File: src/rtl/handshaking_slave.sv
// Receiving end of a valid/ready link: FIFO buffering, in-order
// re-presentation downstream, and a sticky upstream protocol monitor.
module handshaking_slave #(
  parameter int DATA_WIDTH = 8,
  parameter int DEPTH      = 4,
  parameter int CNT_WIDTH  = 16
) (
  input  logic                    clk,
  input  logic                    rst,
  input  logic [DATA_WIDTH-1:0]   data_in,
  input  logic                    valid_in,
  output logic                    ready_out,
  output logic [DATA_WIDTH-1:0]   data_out,
  output logic                    valid_out,
  input  logic                    ready_in,
  output logic [$clog2(DEPTH):0]  level,
  output logic [CNT_WIDTH-1:0]    beat_count,
  output logic                    protocol_err
);

  localparam int AW = $clog2(DEPTH);
  localparam logic [AW:0] FULL = (AW+1)'(DEPTH);

  typedef enum logic {
    S_IDLE,
    S_WAIT
  } chk_state_e;

  logic [DATA_WIDTH-1:0] mem_q [DEPTH];
  logic [AW-1:0]         wr_ptr_q, wr_ptr_d;
  logic [AW-1:0]         rd_ptr_q, rd_ptr_d;
  logic [AW:0]           level_q, level_d;
  logic [CNT_WIDTH-1:0]  cnt_q, cnt_d;
  logic                  not_full;
  logic                  push, pop;

  chk_state_e            state_q;
  logic [DATA_WIDTH-1:0] hold_q;
  logic                  err_q;

  // Internal logic uses not_full; rst only gates the visible ready.
  assign not_full  = (level_q != FULL);
  assign ready_out = rst & not_full;
  assign valid_out = (level_q != '0);
  assign push      = valid_in & not_full;
  assign pop       = valid_out & ready_in;
  assign data_out  = valid_out ? mem_q[rd_ptr_q] : '0;

  assign level        = level_q;
  assign beat_count   = cnt_q;
  assign protocol_err = err_q;

  always_comb begin
    wr_ptr_d = wr_ptr_q;
    rd_ptr_d = rd_ptr_q;
    level_d  = level_q;
    cnt_d    = cnt_q;
    if (push) begin
      wr_ptr_d = wr_ptr_q + 1'b1;
      cnt_d    = cnt_q + 1'b1;
    end
    if (pop) begin
      rd_ptr_d = rd_ptr_q + 1'b1;
    end
    unique case ({push, pop})
      2'b10:   level_d = level_q + 1'b1;
      2'b01:   level_d = level_q - 1'b1;
      default: level_d = level_q;
    endcase
  end

  always_ff @(posedge clk or negedge rst) begin
    if (!rst) begin
      wr_ptr_q <= '0;
      rd_ptr_q <= '0;
      level_q  <= '0;
      cnt_q    <= '0;
    end else begin
      wr_ptr_q <= wr_ptr_d;
      rd_ptr_q <= rd_ptr_d;
      level_q  <= level_d;
      cnt_q    <= cnt_d;
    end
  end

  always_ff @(posedge clk or negedge rst) begin
    if (!rst) begin
      for (int i = 0; i < DEPTH; i++) mem_q[i] <= '0;
    end else if (push) begin
      mem_q[wr_ptr_q] <= data_in;
    end
  end

  // A stalled beat must stay valid with stable data until accepted.
  always_ff @(posedge clk or negedge rst) begin
    if (!rst) begin
      state_q <= S_IDLE;
      hold_q  <= '0;
      err_q   <= 1'b0;
    end else begin
      unique case (state_q)
        S_IDLE: begin
          if (valid_in && !not_full) begin
            state_q <= S_WAIT;
            hold_q  <= data_in;
          end
        end
        S_WAIT: begin
          if (!valid_in || (data_in != hold_q)) begin
            err_q   <= 1'b1;
            state_q <= S_IDLE;
          end else if (not_full) begin
            state_q <= S_IDLE;
          end
        end
      endcase
    end
  end

endmodule

File: config.mk
export PLATFORM = sky130hd
export DESIGN_NAME = handshaking_slave
export DESIGN_NICKNAME = d
export VERILOG_FILES = /design/src/rtl/handshaking_slave.sv
export SDC_FILE = /design/constraint.sdc
export NUM_CORES = 1
export LEC_CHECK = 0
export CAP_MARGIN = 20
export CORE_ASPECT_RATIO = 0.5
export CORE_MARGIN = 5
export CORE_UTILIZATION = 38
export CTS_BUF_LIST = sky130_fd_sc_hd__clkbuf_16
export DETAILED_ROUTE_END_ITERATION = 10
export GPL_TIMING_DRIVEN = 0
export PLACE_DENSITY = 0.63
export SLEW_MARGIN = 0
export SYNTH_ARGS = -nofsm -noshare
export SYNTH_HDL_FRONTEND = slang
export SYNTH_SLANG_ARGS = --single-unit
File: constraint.sdc
create_clock -name clk -period 3 [get_ports clk]
set_clock_uncertainty 0.2 [all_clocks]
set_input_delay 0.3 -clock clk [delete_from_list [all_inputs] [get_ports clk]]
set_output_delay 0.3 -clock clk [all_outputs]
set_load 0.005 [all_outputs]
# Word level (Yosys, flattened, before mapping)
# Cells that the tools add are included.
dict set report totals {
  out_inout_bits 30
  ff_bits 65
  input_bits 12
  wordCells 50
}
dict set report classes {
  order_cmp 3
  n_mux 12
  n_addsub 5
  n_bitwise 6
  n_eq_ne 4
  reduce_logical 9
}
# op n
set op_table {}
lappend op_table {{$bwmux 32} 1}
lappend op_table {{$mux 8} 4}
lappend op_table {{$add 16x1->16 const B} 1}
lappend op_table {{$bmux 8 s2} 1}
lappend op_table {{$demux 8 s2} 1}
lappend op_table {{$ne 8x8->1} 1}
lappend op_table {{$ge 3x3->1 const B} 2}
lappend op_table {{$not 2->3} 2}
lappend op_table {{$pmux 3 s2} 1}
lappend op_table {{$add 2x1->2 const B} 2}
lappend op_table {{$reduce_and 2->1} 2}
lappend op_table {{$add 3x1->3 const B} 1}
lappend op_table {{$and 1x1->1} 3}
lappend op_table {{$lt 3x1->1 const B} 1}
lappend op_table {{$mux 1} 3}
lappend op_table {{$ne 3x3->1 const B} 1}
lappend op_table {{$reduce_bool 3->1} 1}
lappend op_table {{$sub 3x1->3 const B} 1}
lappend op_table {{$eq 2x1->1 const B} 1}
lappend op_table {{$eq 2x2->1 const B} 1}
lappend op_table {{$logic_and 1x1->1} 2}
lappend op_table {{$logic_not 1->1} 2}
lappend op_table {{$pmux 1 s2} 1}
lappend op_table {{$reduce_bool 2->1} 1}
lappend op_table {{2 further kinds} 2}

# Longest topological paths before layout
# Gate-level depths: netlist of the first run.
dict set report logic_depth {
  depth_word 6
  depth_mapped 10
  mapped_depth_nobuf 9
}

# Worst setup path before layout of the first run
# Ideal clock, no wire load.
dict set report synth_path {
  path_kind {register -> register}
  from {reg level_q[0], in the netlist level[0]}
  to {reg level_q[2], in the netlist level[2]}
  period_less_slack_ps 2474
  setup_time_ps 79
  slack_ps 526
  stages_incl_launch_ff 11
  n_path_buf 1
  t_arrival_ps 2195
  t_required_ps 2721
  path_cell_list {dfrtp_1 -> or3b_1 -> and2_4 -> buf_12 -> inv_1 -> ha_1 -> inv_1 -> fa_1 -> xor2_1 -> nor2_1 -> xor2_1}
}
dict set report synth_between {
  elab_chain_cells 4
  elab_cells_between_ends 10
  classes_between {add/sub (2); eq/ne (3); mux (1); bitwise (2); reduce/logical (2)}
}
# element line_no
set synth_rtl {}
lappend synth_rtl {{start: declaration} 32} ;# logic [AW:0] level_q, level_d;
lappend synth_rtl {{start signal: assignment} 81} ;# level_q <= level_d;
lappend synth_rtl {{$ne 3x3->1 / $reduce_bool 3->1 (equally long branches)} {42, 44}}
lappend synth_rtl {{$and 1x1->1, on equally long branches} {45, 46}}
lappend synth_rtl {{$eq 2x1->1 / $eq 2x2->1 (equally long branches)} 65} ;# unique case ({push, pop})
lappend synth_rtl {{$pmux 3 s2 / $reduce_bool 2->1 (equally long branches)} --}
# Parallel ways exist; a longest one is shown, timed or not.
# A chain may end at the register's enable or synchronous reset.

# Worst setup path in the final report of the first run
dict set report layout_path {
  from {in rst}
  to {out ready_out}
}
dict set report layout_between {
  elab_chain_cells 1
}
# element line_no
set layout_rtl {}
lappend layout_rtl {{start: declaration} 9} ;# input logic rst,
lappend layout_rtl {{$and 1x1->1} 43} ;# assign ready_out = rst & not_full;
lappend layout_rtl {{end: declaration} 12} ;# output logic ready_out,
# No other way between the ends.

==> impl_metrics.yaml, run 1 <==
status:
  status: "finished, final reports clean"
placed_design:
  dp_slack_ns: 0.402
  port_buffers: 41
  post-dp-hpwl_um: 4420
  placed_cells: 374
  place_congestion: 0.724
cells_and_area:
  finalNetCount: 293
  drive_gt1_share_pct: 25.3
  multi_input_area_um2: 1490
  seqCellArea_um2: 1630
  diodes: 0
  fillers: 709
  layoutNonFillerInstCount: 389
  syn2layout_area_growth_pct: 25.9
sta:
  period_minus_slack_ns: 2.69
  slew_violations: 0
  worstMarginPinSlew_ns: 0.634
  rsz0062_at_grt: "no"
  finalHoldViolations: 0
  setup_tns_ns: 0
  fin_crit_sh_pct: 89.7
  max-slew-margin-rel_pct: 57.8
  fmax_mhz: 371
  final-setup-viol-count: 0
  setup_slack_ns: 0.308
  whs_ns: 0.262
yosys:
  synth_top_area_share_pct: 51.3
  syn_inst: 220
  avgSynthCellArea_um2: 14.4
  syn_area_um2: 3170
  synth-edff-count: 0
  synth_area_leaders: "dfrtp_1 (51%), mux2_4 (15%), mux4_2 (5.7%)"
  ys_async_sr_fraction_pct: 100
  yosysTopAreaCell: "dfrtp_1"
  ys_types: 32
  synth_ff_type: "dfrtp_1"
  synth-seq-cells: 65
  ys_warn_count: 0
  yosysSeqAreaShare_pct: 51.3
  synth_nets: 239
worst_setup_path:
  crit_path_start: "rst"
  path_class: "in2out"
  cp_data_arrival_time_ns: 2.19
  r2r-start: "level[0]"
  crit_end: "ready_out"
  rr_worst_depth: 10
  critPathLaunchType: "primary input"
  cp_data_required_time_ns: 2.50
  critPathMaxStageDelay_ns: 0.52
  regToRegEndpoint: "level[2]"
  regToRegSetupSlack_ns: 0.40
  worstPathMaxFanout: 39
  cp-end-kind: "output port"
  cpMaxStageDelayCell: "dlygate4sd3_1"
  crit_chain: "dlygate4sd3_1 -> clkbuf_4 -> buf_12 -> and2_2 -> clkdlybuf4s50_1"
cts:
  clockBufferDepth: 2
  numCtsBuffers: 9
  clk_pin_slew_worst_paths_ns: 0.05
  clock-root-buffer: "clkbuf_16"
  cts_tree: "built"
  clk_latency_ns: 0.33
  clkSinkCount: 65
  cts_max_level: 3
drt:
  ant_nets: 0
  vias: 1867
  drtPass1Iterations: 4
  finalWirelength_um: 6370
  viasPerCell: 4.80
  drc: 0
  first_iter_violations: 86
  routedWlPerCell_um: 16.4
power:
  power_w: 0.00424
  power.density_nw_per_um2: 1060
  ir_drop_mv: 0.381
  p_leak_nw: 1.81
grt:
  groute.usage.overall_pct: 13.4
  grt_first_pass_wirelength_um: 10400
  antenna_found_initial: 0
  grt_pass1_vias: 1929
  grt_max_degree: 40
  overflow: 0
floorplan:
  num_rows: 23
  die_h_um: 74.6
  io_pins: 42
  die_area_um2: 10400
  start_util_pct: 39.4
  die_x_um: 139
  core_area_um2: 8060
worst_hold_path:
  holdCritPathClass: "in2async"
job:
  cap_violations: 0
state kept, by name, indices dropped and copies added (netlist names):
name,flops
beat_count,16
hold_q,8
level,3
mem_q,32
protocol_err,1
rd_ptr_q,2
state_q,1
wr_ptr_q,2
through the flow:
stage / utilization, % / instance area (um^2)
global route: 49.6 / 4000
detailed placement: 46.4 / 3740
CTS: 49.6 / 3990
finish: 49.6 / 4000
global placement: 46.2 / 3720
floorplan: - / 3170
report_power, final:
group | internal [W] | switching [W] | leakage [nW]
sequential | 0.00126 | 0.000263 | 0.794
combinational | 0.00118 | 0.000657 | 0.876
clock | 0.000534 | 0.000346 | 0.136
total | 0.00297 | 0.00127 | 1.81
cell usage after synthesis, types with 2 or more instances:
library cell / count
dfrtp_1: 65
mux2_4: 32
xor2_1: 16
nand2_1: 13
xnor2_1: 13
and2_1: 9
mux2_2: 8
mux4_2: 8
nand3_1: 8
ha_1: 6
inv_1: 6
nor2_1: 6
nand2_8: 4
nand4_1: 4
nor3_1: 3
clkbuf_1: 2
nor4_1: 2
layer usage:
metal  vias to the layer above  GRT usage (%)  share of wire, %
li1                        862              -                 -
met1                       958           16.3                45
met2                        29           21.6                48
met3                        18           4.70               4.3
met4                         0           7.05               2.2
met5                         -              0                 0
cells by family after synthesis:
family | after synthesis | synth area share, %
flip-flops | 65 | 51.3
adder cells (fa/ha/maj) | 7 | 3.00
buffers and inverters | 10 | 1.73
XOR/XNOR | 29 | 8.00
multiplexers | 49 | 24.0
AO/OA/AOI/OAI | 3 | 0.552
AND/OR/NAND/NOR | 57 | 11.5
cell type report:
type / count / share of cell area (%)
multi-input cells: 145 / 37.3
repair buffers: 43 / 11.0
inverters: 6 / 0.564
clock inverters: 5 / 0.501
flip-flops and latches: 65 / 40.7
well taps: 112 / 3.51
clock buffers: 9 / 5.64
plain buffers: 4 / 0.814
cells in the final DEF (no fill, tap or decap), types with 2 or more instances in the layout:
master           count
dfrtp_1             65
clkdlybuf4s50_1     40
mux2_4              32
xor2_1              16
nand2_1             13
xnor2_1             13
inv_1               10
and2_1               9
clkbuf_16            9
mux4_2               8
nand3_1              8
mux2_2               8
nor2_1               6
ha_1                 6
nand4_1              4
nand2_8              4
nor3_1               3
clkbuf_1             2
buf_12               2
nor4_1               2
worst min-delay path by stage:
stage                               from              to  slack (ns)
final                                rst       mem_q[13]        0.26
after global routing        protocol_err    protocol_err        0.28
after floorplan                      rst   beat_count[0]       -0.20
after CTS                   protocol_err    protocol_err        0.28
after global placement    beat_count[15]  beat_count[15]        0.26
after detailed placement             rst       mem_q[13]        0.16
repair_timing:
action | CTS | global route
resized for setup | 0 | 1
setup buffers | 0 | 0
hold endpoints to repair | 27 | 0
setup endpoints to repair | 0 | 1
hold buffers | 1 | 0
worst max-delay path: cells and delay by family:
kind	cells	cell delay (ns)
AND/OR/NAND/NOR	1	0.18
buffers and inverters	4	1.69
No activity file was read; power rests on OpenSTA's default activity.
==> run 2, diff against run 1 <==
--- a/config.mk
+++ b/config.mk
@@ -5,7 +5,6 @@
 export SDC_FILE = /design/constraint.sdc
 export NUM_CORES = 1
 export LEC_CHECK = 0
-export CAP_MARGIN = 20
 export CORE_ASPECT_RATIO = 0.5
 export CORE_MARGIN = 5
 export CORE_UTILIZATION = 38
==> impl_metrics.yaml, run 2 (synthesis gave the netlist of run 1 again) <==
status:
  status: "finished, final reports clean"
grt:
  antenna_found_initial: 0
  groute.usage.overall_pct: 13.4
  grt_first_pass_wirelength_um: 10400
  overflow: 0
  grt_pass1_vias: 1929
  grt_max_degree: 40
cells_and_area:
  syn2layout_area_growth_pct: 25.9
  utilization_pct: 49.6
  top_register: "mem_q"
  largest_register_ffs: 32
  layoutNonFillerInstCount: 389
  diodes: 0
  drive_gt1_share_pct: 25.3
  finalNetCount: 293
  fillers: 709
  layout_common_cells: "dfrtp_1 (65), clkdlybuf4s50_1 (40), mux2_4 (32), xor2_1 (16)"
  final_common_cell: "dfrtp_1"
sta:
  fmax_mhz: 371
  rsz0062_at_grt: "no"
  finalHoldViolations: 0
  fin_crit_sh_pct: 89.7
  period_minus_slack_ns: 2.69
  slew_violations: 0
  worstMarginPinSlew_ns: 0.634
  final-setup-viol-count: 0
  max-slew-margin-rel_pct: 57.8
  setup_tns_ns: 0
  whs_ns: 0.262
placed_design:
  place_congestion: 0.724
  port_buffers: 41
  placed_cells: 374
  post-dp-hpwl_um: 4420
cts:
  clkSinkCount: 65
  cts_max_level: 3
  clk_latency_ns: 0.33
  clk_pin_slew_worst_paths_ns: 0.05
  numCtsBuffers: 9
  clockBufferDepth: 2
  cts_tree: "built"
  clock-root-buffer: "clkbuf_16"
worst_setup_path:
  crit_chain: "dlygate4sd3_1 -> clkbuf_4 -> buf_12 -> and2_2 -> clkdlybuf4s50_1"
  path_class: "in2out"
  cpMaxStageDelayCell: "dlygate4sd3_1"
  cp_data_required_time_ns: 2.50
  cp-end-kind: "output port"
  crit_buf_inv: 4
  worstPathMaxFanout: 39
  path_delay_family: "buffers and inverters"
  cp_data_arrival_time_ns: 2.19
  critPathMaxStageDelay_ns: 0.52
  cp.depth: 5
  rr_worst_depth: 10
  critPathLaunchType: "primary input"
power:
  netSwitchingPower_w: 0.00127
  intPower_w: 0.00297
  ir_drop_mv: 0.381
  pwr-share-clk_pct: 20.8
  switching_share_pct: 29.9
  power.density_nw_per_um2: 1060
  p_leak_nw: 1.81
  pwr-share-seq_pct: 35.9
  pwr-share-comb_pct: 43.3
drt:
  first_iter_violations: 86
  drtPass1Iterations: 4
  drc: 0
  finalWirelength_um: 6370
  viasPerCell: 4.80
  vias: 1867
  routedWlPerCell_um: 16.4
  ant_nets: 0
floorplan:
  die_area_um2: 10400
  start_util_pct: 39.4
  core_area_um2: 8060
  io_pins: 42
  die_x_um: 139
  num_rows: 23
  die_h_um: 74.6
job:
  cap_violations: 0
worst_hold_path:
  holdCritPathClass: "in2async"
-- run 2: cell counts in the layout (fill, tap and decap cells not counted) --
Identical to the previous run, type by type.
-- run 2: routing by layer --
metal	global-route usage (%)	up-vias	part of all wire, %
li1	-	862	-
met3	4.70	18	4.3
met2	21.6	29	48
met5	0	-	0
met1	16.3	958	45
met4	7.05	0	2.2
-- run 2: stage by stage --
| step | cell area, um^2 | setup WS, ns | power [W] |
|---|---|---|---|
| global route | 4000 | 0.118 | 0.00449 |
| detailed placement | 3740 | 0.402 | 0.00339 |
| global placement | 3720 | -1.31 | 0.00331 |
| finish | 4000 | 0.308 | 0.00424 |
| CTS | 3990 | 0.0758 | 0.00430 |
| floorplan | 3170 | 0.526 | 0.00270 |
-- run 2: cell type report --
class | instances | area (um^2) | share of cell area, %
Clock buffer | 9 | 225 | 5.64
Multi-Input combinational cell | 145 | 1490 | 37.3
Buffer | 4 | 32.5 | 0.814
Tap cell | 112 | 140 | 3.51
Inverter | 6 | 22.5 | 0.564
Clock inverter | 5 | 20.0 | 0.501
Sequential cell | 65 | 1630 | 40.7
Timing Repair Buffer | 43 | 438 | 11.0
-- run 2: power by group through the flow --
stage,clock (W),sequential (W),combinational [W]
after floorplan,0,0.00146,0.00124
after detailed placement,0,0.00153,0.00186
after global routing,0.000948,0.00157,0.00197
after global placement,0,0.00150,0.00181
after CTS,0.000907,0.00153,0.00187
final,0.000881,0.00152,0.00183
-- run 2: final timing paths --
path | start | endpoint | slack [ns]
setup / recovery | rst | ready_out | 0.31
hold / removal | rst | mem_q[13] | 0.26
setup reg to reg | level[0] | level[2] | 0.40
hold reg to reg | protocol_err | protocol_err | 0.27
max in group asynchronous | rst | wr_ptr_q[1] | 1.80
min in group clk | protocol_err | protocol_err | 0.27
-- run 2: what timing repair did --
item / 4_1_cts / 5_1_grt
setup buffers: 0 / 0
resized for setup: 0 / 1
endpoints found under the hold margin: 27 / 0
hold buffers: 1 / 0
setup endpoints to repair: 0 / 1
-- run 2: worst register-to-register path, delay by kind of cell, from the launching register on --
kind | cells | cell delay [ns]
AND/OR/NAND/NOR | 3 | 0.70
adder cells (fa/ha/maj) | 2 | 0.56
flip-flops | 1 | 0.44
buffers and inverters | 3 | 0.32
XOR/XNOR | 2 | 0.29
